### src/rtl/buzzer_arbiter.sv
// rtl/buzzer_arbiter.sv - fixed-priority, preemptive four-source buzzer arbiter with tone and gap timing
module buzzer_arbiter #(
    parameter logic [15:0] HALF_0    = 16'd24000,
    parameter logic [15:0] HALF_1    = 16'd12000,
    parameter logic [15:0] HALF_2    = 16'd6000,
    parameter logic [15:0] HALF_3    = 16'd3000,
    parameter logic [7:0]  DUR_0     = 8'd40,
    parameter logic [7:0]  DUR_1     = 8'd40,
    parameter logic [7:0]  DUR_2     = 8'd150,
    parameter logic [7:0]  DUR_3     = 8'd20,
    parameter logic [7:0]  GAP_TICKS = 8'd10
) (
    input  logic       clk,
    input  logic       reset,
    input  logic       tick_en,
    input  logic [3:0] req,
    input  logic       mute,
    output logic       buzzer,
    output logic       busy,
    output logic [1:0] active_src,
    output logic [3:0] ack
);

    typedef enum logic [1:0] {IDLE, PLAY, GAP} state_t;

    state_t      state, state_nx;
    logic [3:0]  pending, eff, grant_oh;
    logic        grant;
    logic [1:0]  top, src_nx;
    logic [15:0] tone_cnt, tone_nx;
    logic        phase, phase_nx;
    logic [7:0]  dur_cnt, dur_nx, gap_cnt, gap_nx;

    function automatic logic [15:0] half_of(input logic [1:0] s);
        case (s)
            2'd0:    half_of = HALF_0;
            2'd1:    half_of = HALF_1;
            2'd2:    half_of = HALF_2;
            default: half_of = HALF_3;
        endcase
    endfunction

    function automatic logic [7:0] dur_of(input logic [1:0] s);
        logic [7:0] d;
        case (s)
            2'd0:    d = DUR_0;
            2'd1:    d = DUR_1;
            2'd2:    d = DUR_2;
            default: d = DUR_3;
        endcase
        dur_of = (d == 8'd0) ? 8'd1 : d;
    endfunction

    assign eff = pending | req;

    always_comb begin
        top = 2'd0;
        for (int i = 0; i < 4; i++) begin
            if (eff[i]) top = i[1:0];
        end
    end

    always_comb begin
        state_nx = state;
        tone_nx  = tone_cnt;
        phase_nx = phase;
        dur_nx   = dur_cnt;
        gap_nx   = gap_cnt;
        src_nx   = active_src;
        grant    = 1'b0;
        case (state)
            IDLE: begin
                if (eff != 4'd0) grant = 1'b1;
            end
            PLAY: begin
                // Preemption wins over any tone/duration bookkeeping this cycle
                if (eff != 4'd0 && top > active_src) begin
                    grant = 1'b1;
                end else begin
                    if (tone_cnt == 16'd0) begin
                        tone_nx  = half_of(active_src) - 16'd1;
                        phase_nx = ~phase;
                    end else begin
                        tone_nx = tone_cnt - 16'd1;
                    end
                    if (tick_en) begin
                        if (dur_cnt <= 8'd1) begin
                            if (GAP_TICKS != 8'd0) begin
                                state_nx = GAP;
                                gap_nx   = GAP_TICKS;
                            end else begin
                                state_nx = IDLE;
                            end
                        end else begin
                            dur_nx = dur_cnt - 8'd1;
                        end
                    end
                end
            end
            GAP: begin
                if (tick_en) begin
                    if (gap_cnt <= 8'd1) state_nx = IDLE;
                    else gap_nx = gap_cnt - 8'd1;
                end
            end
            default: state_nx = IDLE;
        endcase
        if (grant) begin
            state_nx = PLAY;
            src_nx   = top;
            tone_nx  = half_of(top) - 16'd1;
            phase_nx = 1'b1;
            dur_nx   = dur_of(top);
        end
        grant_oh = grant ? (4'b0001 << top) : 4'b0000;
    end

    always_ff @(posedge clk or posedge reset) begin
        if (reset) begin
            state      <= IDLE;
            pending    <= 4'd0;
            buzzer     <= 1'b0;
            busy       <= 1'b0;
            active_src <= 2'd0;
            ack        <= 4'd0;
            tone_cnt   <= 16'd0;
            phase      <= 1'b0;
            dur_cnt    <= 8'd0;
            gap_cnt    <= 8'd0;
        end else begin
            state      <= state_nx;
            pending    <= eff & ~grant_oh;
            ack        <= grant_oh;
            active_src <= src_nx;
            busy       <= (state_nx != IDLE);
            buzzer     <= (state_nx == PLAY) & phase_nx & ~mute;
            tone_cnt   <= tone_nx;
            phase      <= phase_nx;
            dur_cnt    <= dur_nx;
            gap_cnt    <= gap_nx;
        end
    end

endmodule

### config.mk
export PLATFORM = sky130hd
export DESIGN_NAME = buzzer_arbiter
export DESIGN_NICKNAME = d
export VERILOG_FILES = /design/src/rtl/buzzer_arbiter.sv
export SDC_FILE = /design/constraint.sdc
export NUM_CORES = 1
export LEC_CHECK = 0
export ABC_AREA = 1
export CAP_MARGIN = 20
export CORE_ASPECT_RATIO = 1.1
export CORE_UTILIZATION = 50
export DETAILED_ROUTE_END_ITERATION = 6
export PLACE_DENSITY = 0.78
export REMOVE_ABC_BUFFERS = 1
export SYNTH_ARGS = -nofsm -noshare
export SYNTH_HDL_FRONTEND = slang
export SYNTH_SLANG_ARGS = --single-unit
### constraint.sdc
create_clock -name clk -period 3.95 [get_ports clk]
set_input_delay 1.185 -clock clk [delete_from_list [all_inputs] [get_ports clk]]
set_output_delay 1.185 -clock clk [all_outputs]
set_load 0.1 [all_outputs]
After elaboration in Yosys (flattened, before gate mapping). Index checks and enable logic that the tools add are counted.

$add $sub $neg: 5. $mul: 0. Divide/modulo/power cells: 0. Order comparisons: 3. Eq/ne operators: 14. Shifts and indexed selects: 1. Multiplexer cells: 42. Bitwise logic cells: 7. Reduce and logical (&&, ||, !) cells: 15.

Operators by type and width (number): 2-to-1 mux 16 bit (8); 2-to-1 mux 8 bit (12); case mux 15 bit (3 select lines) (2); subtractor 16 x 1 -> 16 bit (second input constant) (3); case mux 8 bit (2 select lines) (2); less-or-equal comparator 8 x 1 -> 1 bit (second input constant) (2); logical NOT 16 bit (1); 2-to-1 mux 2 bit (8); subtractor 8 x 1 -> 8 bit (second input constant) (2); inequality test 2 bit (second input constant) (7); equality test 2 x 1 -> 1 bit (second input constant) (4); logical NOT 8 bit (1); nonzero test 2 bit (4); 2-to-1 mux 1 bit (7); equality test 2 bit (second input constant) (3); logical NOT 2 bit (3); case mux 2 bit (3 select lines) (1); AND reduction 6 bit (1); AND 4 bit (1); 2-to-1 mux 4 bit (1); NOT 4 bit (1); OR 4 bit (1); AND reduction 4 bit (1); nonzero test 4 bit (1); 8 further kinds (10).

Register bits: 47. Latch bits: 0. Bits in writable memories: 0. Bits in read-only memories: 0. Output and inout port bits: 8. Memories kept: 0.

Longest topological paths before layout.
Word-level depth: 13. Depth in mapped cells: 15.

Worst setup path after synthesis. No wires, ideal clock.

Path kind: input to register. From: input req[2]. To: register tone_cnt[10]. Setup time: 0.123 ns. Data arrival time: 3.178 ns. Slack: 0.648 ns. Stages on the path: 14. Cells stage by stage: nor2_2 inv_1 o21ai_0 inv_1 ha_1 inv_1 a21oi_1 nor3b_4 nand2_4 nand2_4 inv_2 buf_6 o21ai_0 o21ai_1.

Cells in the longest elaborated chain, start to end: 9.

Ends and longest elaborated chain: from (decl) (line 16) `input logic [3:0] req,`; OR 4 bit (*) (line 54) `assign eff = pending | req;`; 2-to-1 mux 2 bit (*) (2 in series) (line 59) `if (eff[i]) top = i[1:0];`; named net top[0] (line 29) `logic [1:0] top, src_nx;`; branches (longest 6 deep; another with subtractor 16 x 1 -> 16 bit); to (signal assigned) (line 137) `tone_cnt <= tone_nx;`; to (decl) (line 30) `logic [15:0] tone_cnt, tone_nx;`.

Mark *: on every way through the listed nets, which the timed path passes. The select of a mux whose other input is x is not followed. A chain may end at the register's enable or synchronous reset.

Worst setup path in the final report.
From: input req[2]. To: register tone_cnt[5].

The elaborated chain is that of the path after synthesis.

==> flow_metrics.tcl <==
set metrics [dict create \
    antenna_found_initial 0 \
    vias_per_cell 5.12 \
    syn_to_final_growth_pct 12.1 \
    synth_top_cell_area_share_pct 37.6 \
    design_area_sq_um 3500 \
    h-tree-depth 2 \
    yosys_most_used_dff "dfrtp_1" \
    power_mw 2.74 \
    post-route-worst-setup-slack_ns 0.427 \
    rsz0062_at_grt "no" \
    vias 2658 \
    fin_nets 464 \
    first_pass_iters 5 \
    yosys.area.top_type "dfrtp_1" \
    core_area_sq_um 5910 \
    syn_area_sq_um 3120 \
    cts_setup_buffers 0 \
    status "complete, no violations" \
    cts-hold-fix-buffers 0 \
    drt_wl_total_um 6770 \
    multi_input_area_sq_um 1640 \
    layout-drive-gt1-share_pct 11.5 \
    clk_latency_ns 0.30 \
    synth_edf_count 0 \
    synthDistinctLibCells 38 \
    drt_iter0_drc 148 \
    final.setup_skew_ns 0.00434 \
    pwr_density_cell_nw_per_um2 783 \
    cts.clk_slew.worst_paths_ns 0.09 \
    antenna_left 0 \
    finalSetupTns_ns 0 \
    fin_hold_ws_ns 0.512 \
    dp.final_hpwl_um 5280 \
    utilization_pct 59.2 \
    critPathKind "input port to flip-flop" \
    period_minus_slack_ns 3.52 \
    dieArea_sq_um 6570 \
    vdd_drop_max_mv 0.519 \
    hold_viol 0 \
    grtUsageTotal_pct 22.9 \
    grt_pass1_wl_um 12000 \
    arrival_ns 3.74 \
    fmax_mhz 284 \
    postPlaceCellArea_sq_um 3350 \
    overflow 0 \
    post_drt_wl_per_cell_um 13.0 \
    gp_congestion 0.922 \
    grt_max_degree 48 \
    worstHoldPathType "flip-flop to flip-flop" \
    synth_seq_cells 47 \
    place_ws_ns 0.136 \
    n_antenna_cell 0 \
    rows 29 \
    final_max_slew_viol_count 0 \
    critPathCaptureType "flip-flop" \
    cts_buffers 5 \
    floorplan.initialDensity_pct 52.8 \
    relSlewSlack_pct 34.6 \
    avgSynthCellArea_sq_um 7.44 \
    final_cell_count_no_fill 519 \
    cts_sinks 47 \
    required_ns 4.16 \
    cap_violations 0 \
    drc 0 \
    p_leak_nw 1.76 \
    root_buffer "clkbuf_8" \
    seq_area_frac_synth_pct 37.6 \
    critPathLaunchType "input port" \
    placed_cells 510 \
    synth_cells 420 \
    synth_warnings 0 \
    cts_tree "done" \
    period_share_pct 89.2 \
    fillers 548 \
    grt_pass1_vias 2658 \
    setup_violations 0 \
    cp_max_fo 15 \
    ctsResizeCount 0 \
    die_h_um 84.9 \
    synthTopCellsByArea "dfrtp_1 (38%), nand2_1 (11%), inv_1 (8.2%)" \
    portBuffers 15 \
    rrSetupSlack_ns 1.37 \
    cts_buffer_depth 2 \
    synthArstFlopShare_pct 100 \
    seqCellArea_sq_um 1180 \
    pin_count 16 \
    worst-slew-pin-transition_ns 0.977 \
    die_w_um 77.4 \
]
cells by family after synthesis:
family | count (synthesis) | synth area share (%)
AND/OR/NAND/NOR | 217 | 33.1
buffers and inverters | 77 | 9.81
AO/OA/AOI/OAI | 53 | 10.3
flip-flops | 47 | 37.6
adder cells (fa/ha/maj) | 15 | 6.01
XOR/XNOR | 11 | 3.08
power by group:
| group | internal [mW] | switching (mW) | leakage (nW) |
|---|---|---|---|
| clock | 0.253 | 0.159 | 0.0654 |
| combinational | 0.473 | 1.07 | 1.14 |
| sequential | 0.655 | 0.127 | 0.557 |
flip-flops by register name, indices dropped and copies added, names as in the netlist:
name / flops
active_src: 2
busy: 1
state: 2
pending: 4
gap_cnt: 8
tone_cnt: 16
ack: 4
phase: 1
dur_cnt: 8
buzzer: 1
worst max-delay path, cell delays in order:
cell and delay [ns]:
clkdlybuf4s50_1 0.41, nor2_2 0.20, inv_1 0.05, o21ai_0 0.24, inv_1 0.17, ha_1 0.21, inv_1 0.05, a21oi_1 0.08
nor3b_4 0.30, nand2_4 0.09, nand2_4 0.16, inv_2 0.15, or2_2 0.32, o211ai_1 0.10
final timing paths:
| check | cells past startpoint | startpoint | endpoint |
|---|---|---|---|
| max | 14 | req[2] | tone_cnt[5] |
| min | 2 | pending[1] | pending[1] |
| max reg2reg | 13 | pending[2] | tone_cnt[5] |
| min reg2reg | 2 | pending[1] | pending[1] |
| max in group asynchronous | 3 | reset | active_src[0] |
| min in group asynchronous | 2 | reset | tone_cnt[2] |
routing by layer:
metal,routed length [um],GRT usage (%),part of all wire [%]
met1,3060,29.5,45
met2,3310,39.6,49
met3,229,2.69,3.4
met4,172,8.40,2.5
met5,0,0,0
layout make-up:
class | count | area share (%)
timing repair buffer | 18 | 5.15
clock inverter | 2 | 1.72
multi-input combinational | 296 | 46.9
clock buffer | 6 | 2.07
tap | 77 | 2.75
sequential | 47 | 33.6
inverter | 73 | 7.83
synth_stat cells (3+ instances only):
cell and number:
nand2_1 88, inv_1 68, nor2_1 55, dfrtp_1 47, nand3_1 29, o21ai_0 23
ha_1 15, xor2_1 11, nor2_2 10, a21oi_1 9, nor3_1 9, inv_2 5
nand4_1 5, o21ai_1 5, nor2_4 4, nand2_2 3, nand2_4 3, nand3_2 3
placed cells by master, fill, tap and decap left out, types with 3 or more instances in the layout:
| cell | n |
|---|---|
| nand3_1 | 29 |
| nand2_2 | 3 |
| inv_1 | 67 |
| nor2_4 | 4 |
| ha_1 | 15 |
| o21ai_0 | 23 |
| clkdlybuf4s50_1 | 13 |
| nand2_4 | 3 |
| a21oi_1 | 9 |
| o21ai_1 | 5 |
| nor2_1 | 55 |
| nor3_1 | 9 |
| nand4_1 | 5 |
| nand2_1 | 88 |
| buf_4 | 4 |
| nor2_2 | 10 |
| inv_2 | 6 |
| dfrtp_1 | 47 |
| xor2_1 | 11 |
| nand3_2 | 3 |
| clkbuf_8 | 5 |
(Power assumes the default switching activity.)
